==> src/rtl/if_fetch_unit.sv <==
// Instruction fetch stage: owns the fetch PC, issues one imem request at a time,
// buffers a response under decode stall and drops stale responses after redirect.
`timescale 1ns/1ps
module if_fetch_unit #(
    parameter logic [31:0] RESET_PC  = 32'h0000_0000,
    parameter logic [31:0] NOP_INSTR = 32'h0000_0013
) (
    input  logic        clk,
    input  logic        rst,
    input  logic        stall,
    input  logic        redirect,
    input  logic [31:0] redirect_pc,
    output logic        imem_req_valid,
    output logic [31:0] imem_req_addr,
    input  logic        imem_req_ready,
    input  logic        imem_rsp_valid,
    input  logic [31:0] imem_rsp_data,
    output logic        o_valid,
    output logic [31:0] o_pc,
    output logic [31:0] o_pc4,
    output logic [31:0] o_instr
);

    typedef enum logic [2:0] {
        S_IDLE,
        S_REQ,
        S_WAIT,
        S_HOLD,
        S_DROP
    } state_t;

    state_t      state;
    logic [31:0] fetch_pc;
    logic [31:0] req_pc;
    logic [31:0] hold_pc;
    logic [31:0] hold_instr;
    logic        hold_valid;
    logic        out_free;

    assign out_free       = !o_valid || !stall;
    assign imem_req_valid = (state == S_REQ);
    assign imem_req_addr  = fetch_pc;

    always_ff @(posedge clk or posedge rst) begin
        if (rst) begin
            state      <= S_IDLE;
            fetch_pc   <= RESET_PC;
            req_pc     <= RESET_PC;
            o_valid    <= 1'b0;
            o_pc       <= '0;
            o_pc4      <= '0;
            o_instr    <= NOP_INSTR;
            hold_pc    <= '0;
            hold_instr <= NOP_INSTR;
            hold_valid <= 1'b0;
        end else begin
            // Decode consumed the bundle; later writes this cycle override.
            if (o_valid && !stall) begin
                o_valid <= 1'b0;
                o_instr <= NOP_INSTR;
            end
            if (redirect) begin
                fetch_pc   <= {redirect_pc[31:2], 2'b00};
                o_valid    <= 1'b0;
                o_instr    <= NOP_INSTR;
                hold_valid <= 1'b0;
                unique case (state)
                    S_REQ:
                        state <= imem_req_ready ? S_DROP : S_REQ;
                    S_WAIT, S_DROP:
                        state <= imem_rsp_valid ? S_REQ : S_DROP;
                    default:
                        state <= S_REQ;
                endcase
            end else begin
                unique case (state)
                    S_IDLE: state <= S_REQ;
                    S_REQ: begin
                        if (imem_req_ready) begin
                            req_pc   <= fetch_pc;
                            fetch_pc <= fetch_pc + 32'd4;
                            state    <= S_WAIT;
                        end
                    end
                    S_WAIT: begin
                        if (imem_rsp_valid && out_free) begin
                            o_valid <= 1'b1;
                            o_pc    <= req_pc;
                            o_pc4   <= req_pc + 32'd4;
                            o_instr <= imem_rsp_data;
                            state   <= S_REQ;
                        end else if (imem_rsp_valid) begin
                            hold_pc    <= req_pc;
                            hold_instr <= imem_rsp_data;
                            hold_valid <= 1'b1;
                            state      <= S_HOLD;
                        end
                    end
                    S_HOLD: begin
                        if (!stall) begin
                            o_valid    <= hold_valid;
                            o_pc       <= hold_pc;
                            o_pc4      <= hold_pc + 32'd4;
                            o_instr    <= hold_valid ? hold_instr
                                                     : NOP_INSTR;
                            hold_valid <= 1'b0;
                            state      <= S_REQ;
                        end
                    end
                    S_DROP: begin
                        if (imem_rsp_valid) state <= S_REQ;
                    end
                    default: state <= S_IDLE;
                endcase
            end
        end
    end

endmodule
==> config.mk <==
export PLATFORM = sky130hd
export DESIGN_NAME = if_fetch_unit
export DESIGN_NICKNAME = d
export VERILOG_FILES = /design/src/rtl/if_fetch_unit.sv
export SDC_FILE = /design/constraint.sdc
export NUM_CORES = 1
export LEC_CHECK = 0
export BUFFER_PORTS_ARGS = -buffer_cell sky130_fd_sc_hd__buf_2
export CORE_MARGIN = 10
export CORE_UTILIZATION = 42
export CTS_CLUSTER_DIAMETER = 80
export DETAILED_ROUTE_END_ITERATION = 10
export GPL_TIMING_DRIVEN = 0
export PLACE_DENSITY = 0.65
export SLEW_MARGIN = 20
export SYNTH_ARGS = -nofsm -noshare
export SYNTH_HDL_FRONTEND = slang
export SYNTH_SLANG_ARGS = --single-unit
==> constraint.sdc <==
create_clock -name clk -period 6.4 [get_ports clk]
set_input_delay 0.64 -clock clk [delete_from_list [all_inputs] [get_ports clk]]
set_output_delay 0.64 -clock clk [all_outputs]
set_load 0.01 [all_outputs]
==> results of run 1 <==
==> metal layers <==
layer / part of all wire (%) / global-route usage, % / wire, um / up-vias
li1: - / - / - / 4124
met1: 45 / 26.7 / 13800 / 4303
met2: 45 / 29.1 / 13800 / 309
met3: 8.3 / 4.17 / 2530 / 36
met4: 1.5 / 3.52 / 449 / 2
met5: 0.056 / 0 / 17 / -
==> flip-flops by register name, indices dropped and copies added (netlist names) <==
register       cells
o_instr           32
o_pc4             30
req_pc            30
hold_valid         1
o_valid            1
o_pc              30
hold_instr        32
hold_pc           30
state              3
imem_req_addr     30
==> power by group <==
group	switching, W	internal, W
combinational	0.000758	0.000572
clock	0.000559	0.000892
sequential	0.000317	0.00169
total	0.00163	0.00316
==> how the worst min path moves through the flow <==
stage                                       start                            to  slack (ns)
final                                         rst  imem_req_addr[7]$_DFFE_PP0N_        0.16
after detailed placement     o_pc[30]$_DFFE_PP0P_          o_pc[30]$_DFFE_PP0P_        0.46
after global routing                          rst  imem_req_addr[7]$_DFFE_PP0N_        0.17
after CTS                                     rst       hold_pc[12]$_DFFE_PP0P_        0.16
after floorplan           hold_pc[31]$_DFFE_PP0P_       hold_pc[31]$_DFFE_PP0P_        0.48
after global placement       o_pc4[2]$_DFFE_PP0P_          o_pc4[2]$_DFFE_PP0P_        0.45
==> logic make-up (layout without fill, tap and decap cells) <==
logic type / count (synthesis) / count (layout) / share of synthesized area (%)
AO/OA/AOI/OAI: 210 / 210 / 13.1
XOR/XNOR: 39 / 39 / 3.20
adder cells (fa/ha/maj): 2 / 2 / 0.235
buffers and inverters: 84 / 326 / 3.58
flip-flops: 219 / 219 / 51.5
multiplexers: 126 / 126 / 13.0
other: 1 / 7 / 0.0352
AND/OR/NAND/NOR: 334 / 334 / 15.5
==> critical path, delay by kind of cell (launching register included) <==
family | cells | cell delay [ns]
flops | 1 | 0.38
simple gates | 6 | 1.24
fa+ha+maj | 1 | 0.41
mux | 1 | 0.27
compound gates | 1 | 0.99
buf+inv | 4 | 1.46
==> per-stage QoR <==
stage	total power (W)	hold WS (ns)	instance area, um^2
finish	0.00479	0.157	13000
global route	0.00507	0.174	13000
CTS	0.00483	0.161	13000
detailed placement	0.00337	0.461	12200
global placement	0.00332	0.455	12100
floorplan	0.00277	0.480	10700
==> area by class of cell <==
class / count / share of cell area, %
diodes: 1 / 0.0192
plain buffers: 71 / 2.55
clock buffers: 35 / 5.47
clock inverters: 9 / 0.921
inverters: 13 / 0.403
multi-input cells: 717 / 36.9
flip-flops and latches: 219 / 42.1
well taps: 330 / 3.17
repair buffers: 198 / 8.46
==> cell usage in the layout, fill, tap and decap left out, types with 14 or more instances in the layout <==
master                        n
sky130_fd_sc_hd__dfrtp_1    213
sky130_fd_sc_hd__buf_2      205
sky130_fd_sc_hd__nand2_1    132
sky130_fd_sc_hd__mux2_2      96
sky130_fd_sc_hd__o21ai_0     77
sky130_fd_sc_hd__nor2_1      68
sky130_fd_sc_hd__clkbuf_1    50
sky130_fd_sc_hd__a22oi_1     32
sky130_fd_sc_hd__mux2i_1     30
sky130_fd_sc_hd__a2bb2oi_1   29
sky130_fd_sc_hd__nand4_1     28
sky130_fd_sc_hd__xnor2_1     25
sky130_fd_sc_hd__clkbuf_16   25
sky130_fd_sc_hd__nand3_1     23
sky130_fd_sc_hd__a21oi_1     16
sky130_fd_sc_hd__xor2_1      14
==> run summary, run 1 <==
The total of fill cells in the finished design came out at 2368. Ranked by instance count, the synthesized netlist is headed by sky130_fd_sc_hd__dfrtp_1 (213), sky130_fd_sc_hd__nand2_1 (132), sky130_fd_sc_hd__mux2_2 (96), sky130_fd_sc_hd__o21ai_0 (77), sky130_fd_sc_hd__nor2_1 (68). The critical path is of the reg -> reg type. STA classifies the critical path endpoint as a flip-flop. In this run the vertical extent of the chip is 179 um.

After clock tree synthesis, the setup repair step added 0 buffers. Number of hold violations in the final report: 0. The minimum period implied by the final worst setup slack is 4.87 ns, and the end-of-flow core utilization is 52.0%. The remaining design rule violation count is 0.

The tree is rooted in a sky130_fd_sc_hd__clkbuf_16. The largest incremental delay on the critical path is 0.99 ns. The worst register-to-register path has a depth of 13.

Number of sinks on the clock net: 219. Largest area contributor in the netlist: sky130_fd_sc_hd__dfrtp_1. The floorplan has 58 rows. In the synthesized netlist the async set-or-reset flop fraction comes to 100%. The layout-stage area growth over the synthesis result was 22.3%; the leakage power of the design was 6.15 nW.

Data on the critical path is required at its endpoint by 6.79 ns. The die covers 32200 um^2. Setup repair after global routing left no endpoint under its margin.

The logs give 0 ns for the setup total negative slack and 0 for the number of hold buffers added after CTS. In the routed layout, each cell is associated on average with a via count of 5.51. The detailed router finished its first iteration with 620 violations.

Across all layers, the routed design uses 8774 vias. The run gives 2 as the initial antenna violation count. The most common flop cell mapped by yosys is sky130_fd_sc_hd__dfrtp_1.

The tools report the share of synthesized area occupied by flip-flops and latches as 51.5%. The average instance in the mapped netlist occupies 10.5 um^2. For the clock latency on the worst-skew pair, the log shows 0.51 ns. The most numerous cell on the critical path is sky130_fd_sc_hd__nand2_1. After legalization and detailed placement, the total HPWL measured 23.4 mm. After synthesis, the cell types taking the most area are sky130_fd_sc_hd__dfrtp_1 (50%), sky130_fd_sc_hd__mux2_2 (10%), sky130_fd_sc_hd__nand2_1 (4.6%). No sink is reached through more buffers than the 3 on the longest clock path.

The final number of max-transition violations was 0; the clock input transition at the sequential cells of the worst setup and hold paths was 0.06 ns. TritonCTS created 25 clock buffers. The final layout contains routed wiring with a total length of 30.6 mm. Routability-driven placement finished with a final weighted congestion of 0.942.

In this run the critical register-to-register path is launched from state[2]$_DFFE_PP0P_. TritonCTS built the clock tree. Via count of the first global-routing pass: 8786. Excluding fillers, the count of instances in the completed layout stands at 1593. In this run, synthesis produced a sequential element count of 219. The data arrival at the endpoint of the critical path was 5.26 ns; the Yosys warning count was 0. Timing analysis after detailed placement gives a worst setup slack of 1.58 ns.

Entering global routing, the biggest net connects 36 pins. The overall die width is 179 um. For the placeable core region, the log shows 25100 um^2. The worst register-to-register path ends at o_pc4[30]$_DFFE_PP0P_. The worst register-to-register path has a setup slack of 1.53 ns.

Pin placement for this block handled 200 I/O pins. The total power density per cell area was 367 nW/um^2. The min-delay analysis places its worst path in the category in -> async. The worst-case IR drop observed on VDD is 219 uV. The count of buffers inserted at the top-level ports was 191. The run finished with clean final reports. The start point of the critical path was state[2]$_DFFE_PP0P_. The run gives 1548 as the number of placed instances, taps included. The post-synthesis cell type count is 63. Walking the worst path, the cells encountered are buf_6 > and3b_1 > buf_2 > clkbuf_1 > clkbuf_1 > nand2_1 > nand2_1 > ha_1 > nand4_1 > or3_1 > a222oi_1 > mux2i_1 > nand2_1.

The remaining number of nets flagged by the antenna check after routing was 0. Of the cells placed in the final design, the portion with a size suffix greater than 1 is 29.8%. The sequential cells in the finished layout cover a total of 5490 um^2.

Synthesis handed over a netlist of 1015 instances. Setup slack on the critical path of the routed design comes to 1.53 ns. The slowest stage of the critical path belongs to the cell sky130_fd_sc_hd__a222oi_1. The run gives 10700 um^2 as the synthesized area.

The first-pass iteration count of the detailed router was 5. The synthesized design devotes to its leading area cell type 50.0% of total area. Critical path startpoint category: a flip-flop. The final clock period utilization by the worst path works out to 76.1%. The multi-input combinational cells in the finished layout cover a total of 4820 um^2.

The transition at the pin with the smallest max-transition slack works out to 1.13 ns. The number of H-tree branching levels is 1. Clock skew: 0.00685 ns. Yosys mapped a number of flops with a built-in enable equal to 0. For the global-route wire length before repair, the log shows 49.0 mm. Overall routing resource usage: 18.8%. The worst pin sits at a relative slew slack of 24.4%. The run gives 1317 as the net count reported at finish. Gates resized during post-CTS repair numbered 0. Across the run, the number of max-cap violations was 0. The most common cell in the synthesized netlist is sky130_fd_sc_hd__dfrtp_1. Along the worst path, the maximum fanout reaches 10. Summed over all layers, the global routing overflow is 0. The maximum operating frequency is 205 MHz, and the setup violation total in the final timing report is 0. The critical path ends at o_pc4[30]$_DFFE_PP0P_. The average routed wire per standard cell is 19.2 um. The initial utilization of the core area, before any placement, comes to 42.5%.
Note: power is estimated with default switching activity, not from simulation.
==> inputs of run 2 (changes only) <==
PLACE_DENSITY = 0.62   (was 0.65)
clock period = 4.5 ns   (was 6.4 ns; I/O delays follow)
==> run 2 against run 1 <==
Hold slack worse by 0.016 ns. Worst setup slack worse by 1.3 ns. Routed wire length increased by 1.6%. Final cell count grew 0.25%. Power rose by 41%. Clock skew rose by 0.0010 ns. Utilization increased by 0.055 points. Largest cell class unchanged.
==> run summary, run 2 (same netlist as run 1, synthesis figures left out) <==
The final critical path takes up 94.7% of the cycle. The proportion of layout cells with a drive suffix above 1 was 30.0%; the number of H-tree branching levels was 1. Routability-driven placement finished with a final weighted congestion of 0.893.

The reg-to-reg endpoint was o_pc4[30]$_DFFE_PP0P_. For the total vias in the final route, the log shows 8814. The logs give 28.1% for the combinational share of power and 0 for the final number of max-transition violations. TritonCTS created 24 clock buffers. Summed over all layers, the global routing overflow is 0. The region available for standard cell placement spans 25100 um^2. In this run the remaining antenna-violating nets after routing total 0. The overall routing resource usage was 19.0%.

The wire-length estimate of the detail-placed layout is 23.5 mm. Number of hold violations in the final report: 0. In this run the power spent charging and discharging nets is 0.00235 W. The logs give 3 for the initial antenna violation count and 31.1 mm for the routed wire length. The clock latency on the worst-skew pair was 0.52 ns; the average routed wire per standard cell was 19.5 um. In this run the vertical extent of the chip is 179 um. The count of buffers inserted at the top-level ports was 191; the leakage power of the design was 6.15 nW.

The count of pins on the block boundary was 200. The share of total power dissipated in sequential elements is 42.4%. The largest registers in the layout are hold_instr: 32 flops, o_instr: 32 flops. By startpoint and endpoint, the worst setup path is classified as reg -> reg.

The layout-stage area growth over the synthesis result is 22.4%, and the starting density of the core is 42.5%. Entering global routing, the biggest net connects 34 pins. The tools report the via count of the first global-routing pass as 8784. Setup repair after global routing left no endpoint under its margin. The worst-case IR drop observed on VDD is 250 uV.

For the global-route wire length before repair, the log shows 49.4 mm. Measured in cells, the most critical reg-to-reg path has a length of 14. The library cell used most frequently in the layout, excluding fill and tap cells, is sky130_fd_sc_hd__dfrtp_1. The share of total power consumed by net switching is 34.8%. The clock network burns 29.5% of the power. The initial DRC count is 630, and the vias per cell is 5.52. The worst setup path is launched from a flip-flop.

The overall die width works out to 179 um. The first TritonRoute pass finished after 7 iterations. The library cells used most frequently in the layout, excluding fill and tap cells, are sky130_fd_sc_hd__dfrtp_1 (213), sky130_fd_sc_hd__buf_2 (205), sky130_fd_sc_hd__nand2_1 (132), sky130_fd_sc_hd__mux2_2 (96), sky130_fd_sc_hd__o21ai_0 (77). Clock input transition at the sequential cells of the worst setup and hold paths: 0.06 ns. For the maximum operating frequency, the log shows 235 MHz.

The setup violation total in the final timing report was 0. The run finished with clean final reports. The number of sinks on the clock net is 219, and the remaining design rule violation count is 0.

The minimum period implied by the final worst setup slack was 4.26 ns. Headroom to the max-slew limit came out at 45.5%. STA puts the critical path data required time at 4.90 ns.

The end of the worst hold path was imem_req_addr[14]$_DFFE_PP0N_. The worst hold path was traced through 3 stages. The tools report the total of max-cap violations as 0. For this design the ratio of total power to cell area is 516 nW/um^2.

The clock tree buffer depth was 3. The min-delay analysis places its worst path in the category in -> reg. TritonCTS built the clock tree.

The tools report the count of standard-cell rows as 58. Overall power consumption after layout is estimated at 0.00674 W. STA classifies the critical path endpoint as a flip-flop. For the pin with the worst max-slew slack, the measured transition is 0.811 ns.

The startpoint identified for the worst register-to-register timing path is state[2]$_DFFE_PP0P_. Along the worst path, the maximum fanout reaches 10. The die covers 32200 um^2. For the register-to-register setup slack, the log shows 0.24 ns. Internal power: 0.00440 W. In this run the most critical hold path is launched from redirect_pc[14]. The run gives 4.66 ns as the data arrival at the endpoint of the critical path. The clock skew was 0.00785 ns.

For the end-of-flow core utilization, the log shows 52.0%. The CTS root buffer was sky130_fd_sc_hd__clkbuf_16. The net count reported at finish was 1319.
## run 2: changes by cell type in the layout (fill, tap and decap cells not counted), moves of 2 or more
cell / before / now
sky130_fd_sc_hd__clkinv_4: 0 / 2
sky130_fd_sc_hd__clkinv_2: 6 / 4
sky130_fd_sc_hd__bufinv_16: 3 / 1
sky130_fd_sc_hd__clkbuf_1: 50 / 48
sky130_fd_sc_hd__clkinvlp_4: 1 / 3
## run 2: final cells by class
cell class / instances / area, um^2
Antenna cell: 2 / 5.00
Buffer: 71 / 334
Clock buffer: 35 / 723
Clock inverter: 9 / 82.6
Fill cell: 2381 / 12100
Inverter: 13 / 52.6
Multi-Input combinational cell: 717 / 4820
Sequential cell: 219 / 5490
Tap cell: 330 / 413
Timing Repair Buffer: 201 / 1140
## run 2: repair_timing
action / 4_1_cts / 5_1_grt
resized for setup: 0 / 2
buffers inserted: 1 / 0
gates cloned: 0 / 0
pin swaps: 1 / 0
endpoints found under the hold margin: 5 / 0
hold buffers: 1 / 0
endpoints found under the setup margin: 3 / 7
## run 2: how the worst max path moves through the flow
stage | from | endpoint | slack (ns) | cells after the start
CTS | state[2]$_DFFE_PP0P_ | o_pc4[30]$_DFFE_PP0P_ | 0.13 | 14
floorplan | rst | hold_instr[10]$_DFFE_PP0P_ | 1.20 | 1
global route | state[2]$_DFFE_PP0P_ | o_pc4[30]$_DFFE_PP0P_ | 0.04 | 14
finish | state[2]$_DFFE_PP0P_ | o_pc4[30]$_DFFE_PP0P_ | 0.24 | 14
global placement | state[2]$_DFFE_PP0P_ | o_pc4[30]$_DFFE_PP0P_ | -0.37 | 13
detailed placement | state[2]$_DFFE_PP0P_ | o_pc4[30]$_DFFE_PP0P_ | -0.34 | 13
## run 2: metal layers
| metal | track usage, % | share of wire [%] | wire length (um) | vias to the layer above |
|---|---|---|---|---|
| met5 | 0 | 0.045 | 14 | - |
| met3 | 4.55 | 8.4 | 2610 | 43 |
| met1 | 27.2 | 46 | 14200 | 4299 |
| li1 | - | - | - | 4133 |
| met2 | 28.8 | 44 | 13700 | 335 |
| met4 | 3.69 | 1.6 | 512 | 4 |
## run 2: worst max-delay path, stage by stage (launching register included)
cell	delay [ns]
sky130_fd_sc_hd__dfrtp_1	0.40
sky130_fd_sc_hd__buf_6	0.14
sky130_fd_sc_hd__and3b_1	0.19
sky130_fd_sc_hd__buf_2	0.29
sky130_fd_sc_hd__clkbuf_1	0.50
sky130_fd_sc_hd__clkbuf_2	0.38
sky130_fd_sc_hd__nand2_1	0.09
sky130_fd_sc_hd__nand2_1	0.18
sky130_fd_sc_hd__ha_1	0.43
sky130_fd_sc_hd__nand4_1	0.29
sky130_fd_sc_hd__or3_1	0.40
sky130_fd_sc_hd__a222oi_1	0.36
sky130_fd_sc_hd__buf_4	0.22
sky130_fd_sc_hd__mux2i_1	0.18
sky130_fd_sc_hd__nand2_1	0.07
## run 2: per-stage QoR
| step | worst slack [ns] | cell area, um^2 | std cells | hold WS, ns | setup TNS (ns) |
|---|---|---|---|---|---|
| floorplan | 1.20 | 10700 | 1020 | 0.480 | 0 |
| global placement | -0.368 | 12100 | 1541 | 0.457 | -38.57 |
| detailed placement | -0.337 | 12200 | 1549 | 0.405 | -0.911 |
| CTS | 0.127 | 13100 | 1595 | 0.125 | 0 |
| global route | 0.0391 | 13100 | 1595 | 0.133 | 0 |
| finish | 0.239 | 13100 | 1597 | 0.141 | 0 |
## run 2: power by group through the flow
stage                     Combinational (W)  Sequential, W  Clock (W)
final                               0.00190        0.00286    0.00199
after global routing                0.00209        0.00292    0.00211
after detailed placement            0.00191        0.00288          0
after global placement              0.00187        0.00286          0
after floorplan                     0.00106        0.00287          0
after CTS                           0.00192        0.00284    0.00203
==> inputs of run 3 (changes only) <==
CORE_UTILIZATION = 56   (was 42)
MAX_ROUTING_LAYER = met4   (was not set)
PLACE_DENSITY = 0.82   (was 0.62)
==> run 3 against run 2 <==
Combinational power is essentially flat. Via count up 0.86%. Final cell count decreased by 6.3%. Routed wire length is 3.3% lower. Power down 1.0%.
==> run summary, run 3 (same netlist as run 1, synthesis figures left out) <==
Via count of the first global-routing pass: 9017. The largest registers in the layout are hold_instr: 32 flops, o_instr: 32 flops. The total of max-cap violations is 0. For this run the aggregate overflow at the end of global routing stands at 0. TritonCTS built the clock tree. The final number of max-transition violations is 0, and the number of sinks on the clock net is 219.

The die covers 25000 um^2. The number of placed instances, taps included, is 1452. Timing would allow up to 236 MHz. In the layout the commonest cells are sky130_fd_sc_hd__dfrtp_1 (213), sky130_fd_sc_hd__buf_2 (205), sky130_fd_sc_hd__nand2_1 (132), sky130_fd_sc_hd__mux2_2 (96), sky130_fd_sc_hd__o21ai_0 (77).

Clock tree buffer depth: 3. After detailed placement, the total cell area comes to 12100 um^2. The run gives 2 as the initial antenna violation count. The final clock period utilization by the worst path works out to 94.2%.

Net switching is 34.5% of the power. In this run the standard cell core region covers 18700 um^2. The run gives 24 as the TritonCTS buffer count. Port buffering added 191 buffers.

The routed wire length was 30.1 mm; the clock power share was 28.8%. The tools report the sequential group share of total power as 42.9%. In this design, the critical path's most frequently occurring cell is sky130_fd_sc_hd__nand2_1.

Summing internal, switching and leakage power gives 0.00667 W. Remaining max-slew budget at the tightest pin: 46.8%. Along the worst path, the maximum fanout reaches 10.

The run gives 28.4% as the combinational share of power. Together, buffers and inverters on the worst path number 5. The setup violation total in the final timing report is 0.

The cell family contributing the most delay on the critical path is buffers and inverters. In the routed layout, each cell is associated on average with a via count of 5.94. The overall die height is 158 um, and the remaining number of nets flagged by the antenna check after routing is 0.

The setup path with the least slack is of type reg -> reg. The number of H-tree branching levels is 1, and the clock skew is 0.0104 ns. The largest incremental delay on the critical path came out at 0.53 ns. Setup repair after global routing left no endpoint under its margin.

The HPWL after detailed placement is 22.5 mm. After detailed routing, the average wire length per cell comes to 20.1 um. The area of all placed cells without fillers is 12900 um^2. The worst setup path is launched from a flip-flop.

Subtracting the final worst setup slack from the clock period gives 4.24 ns. The overall die width came out at 158 um. The data arrival at the endpoint of the critical path was 4.63 ns; the layout-stage area growth over the synthesis result was 20.8%. The remaining design rule violation count is 0. Pin count of the biggest net entering global routing: 36.

For this design, the slowest cell found on the critical path is sky130_fd_sc_hd__clkbuf_1. The run gives 50 as the count of standard-cell rows. Of the cells placed in the final design, the portion with a size suffix greater than 1 is 29.8%. The tightest min-delay check is of the in -> reg type. Clock-pin slew was measured on the worst setup and hold paths at 0.06 ns.

For the number of hold violations in the final report, the log shows 0. The leakage power of the design was 6.13 nW; the first-pass iteration count of the detailed router was 7. The run gives 8890 as the total vias in the final route. For the worst setup path, the data required time is 4.89 ns. The analysis attributes to net switching a power of 0.00230 W.

The count of pins on the block boundary was 200; the total power density per cell area was 518 nW/um^2. After the first detailed-routing iteration, the DRC count stood at 683. For the worst-skew pair, the clock arrives at the later sink with an insertion delay of 0.51 ns.

The tools report the net count reported at finish as 1318. CTS root buffer: sky130_fd_sc_hd__clkbuf_16. The tightest hold path in the finished design has a slack of 0.145 ns. The non-filler instance count after layout is 1497, and the global-route wire length before repair is 48.4 mm. The signal on the critical path passes through buf_6 > and3b_1 > buf_2 > clkbuf_1 > clkbuf_2 > nand2_1 > nand2_1 > ha_1 > nand4_1 > or3_1 > a222oi_1 > buf_4 > mux2i_1 > nand2_1. For the pin with the worst max-slew slack, the measured transition is 0.794 ns. At the end of routability-driven placement, the weighted congestion stood at 0.923. In the global route stage, overall resource usage came out at 24.6%.

IR analysis of the VDD net gives a maximum drop of 344 uV. The critical path endpoint category is a flip-flop. The flow ran to the end, and the final reports show no timing, DRC or antenna violations.

Internal power comes to 0.00437 W. The library cell used most frequently in the layout, excluding fill and tap cells, is sky130_fd_sc_hd__dfrtp_1. Once the floorplan was initialized, standard cells occupied 57.0% of the core.
[run 3: changes by cell type in the layout (fill, tap and decap cells not counted)]
cell,delta
sky130_fd_sc_hd__buf_12,-1
sky130_fd_sc_hd__clkbuf_8,-1
sky130_fd_sc_hd__clkinv_2,+1
sky130_fd_sc_hd__clkinv_4,-2
sky130_fd_sc_hd__clkinvlp_4,-2
sky130_fd_sc_hd__diode_2,+1
[run 3: worst paths after layout]
check,from,to,slack (ns),depth (start not counted)
worst max-delay path,state[2]$_DFFE_PP0P_,o_pc4[30]$_DFFE_PP0P_,0.26,14
worst min-delay path,redirect_pc[12],imem_req_addr[12]$_DFFE_PP0N_,0.15,3
worst max register to register,state[2]$_DFFE_PP0P_,o_pc4[30]$_DFFE_PP0P_,0.26,14
worst min register to register,o_pc[9]$_DFFE_PP0P_,o_pc[9]$_DFFE_PP0P_,0.47,2
max in group asynchronous,rst,hold_instr[20]$_DFFE_PP0P_,3.24,6
min in group asynchronous,rst,imem_req_addr[8]$_DFFE_PP0N_,0.38,3
[run 3: power by group through the flow]
stage | Clock, W | Sequential, W | Combinational, W
floorplan | 0 | 0.00287 | 0.00106
global placement | 0 | 0.00285 | 0.00183
detailed placement | 0 | 0.00288 | 0.00189
CTS | 0.00193 | 0.00284 | 0.00190
global route | 0.00203 | 0.00292 | 0.00209
finish | 0.00192 | 0.00286 | 0.00189
[run 3: timing repair]
| action | 4_1_cts | 5_1_grt |
|---|---|---|
| setup buffers | 1 | 0 |
| gates resized for setup | 0 | 2 |
| setup endpoints to repair | 3 | 4 |
| hold buffers | 1 | 0 |
| endpoints found under the hold margin | 1 | 0 |
| pin swaps | 1 | 0 |
[run 3: per-stage QoR]
| stage | worst slack, ns | utilization, % | setup TNS, ns |
|---|---|---|---|
| global route | 0.0938 | 68.8 | 0 |
| CTS | 0.265 | 68.8 | 0 |
| detailed placement | -0.105 | 64.6 | -0.176 |
| finish | 0.260 | 68.9 | 0 |
| floorplan | 1.20 | - | 0 |
| global placement | -0.132 | 63.8 | -0.637 |
[run 3: worst min-delay path, delay by kind of cell]
| family | cells | cell delay [ns] |
|---|---|---|
| buf+inv | 1 | 0.08 |
| simple gates | 1 | 0.04 |
| compound gates | 1 | 0.05 |
[run 3: cell type report]
cell class                 count  area (um^2)
antenna                        3         7.51
buffer                        71          334
clock buffer                  34          709
clock inverter                 6         55.1
fill                        1416         5830
inverter                      13         52.6
multi-input combinational    717         4820
sequential                   219         5490
tap                          234          293
timing repair buffer         200         1120
[run 3: metal layers]
| layer | vias up | global-route usage (%) | part of all wire (%) |
|---|---|---|---|
| met5 | - | - | 0 |
| met4 | 0 | 7.59 | 2.6 |
| met3 | 56 | 4.12 | 7.6 |
| met2 | 406 | 37.5 | 46 |
| met1 | 4299 | 33.3 | 44 |
| li1 | 4129 | - | - |
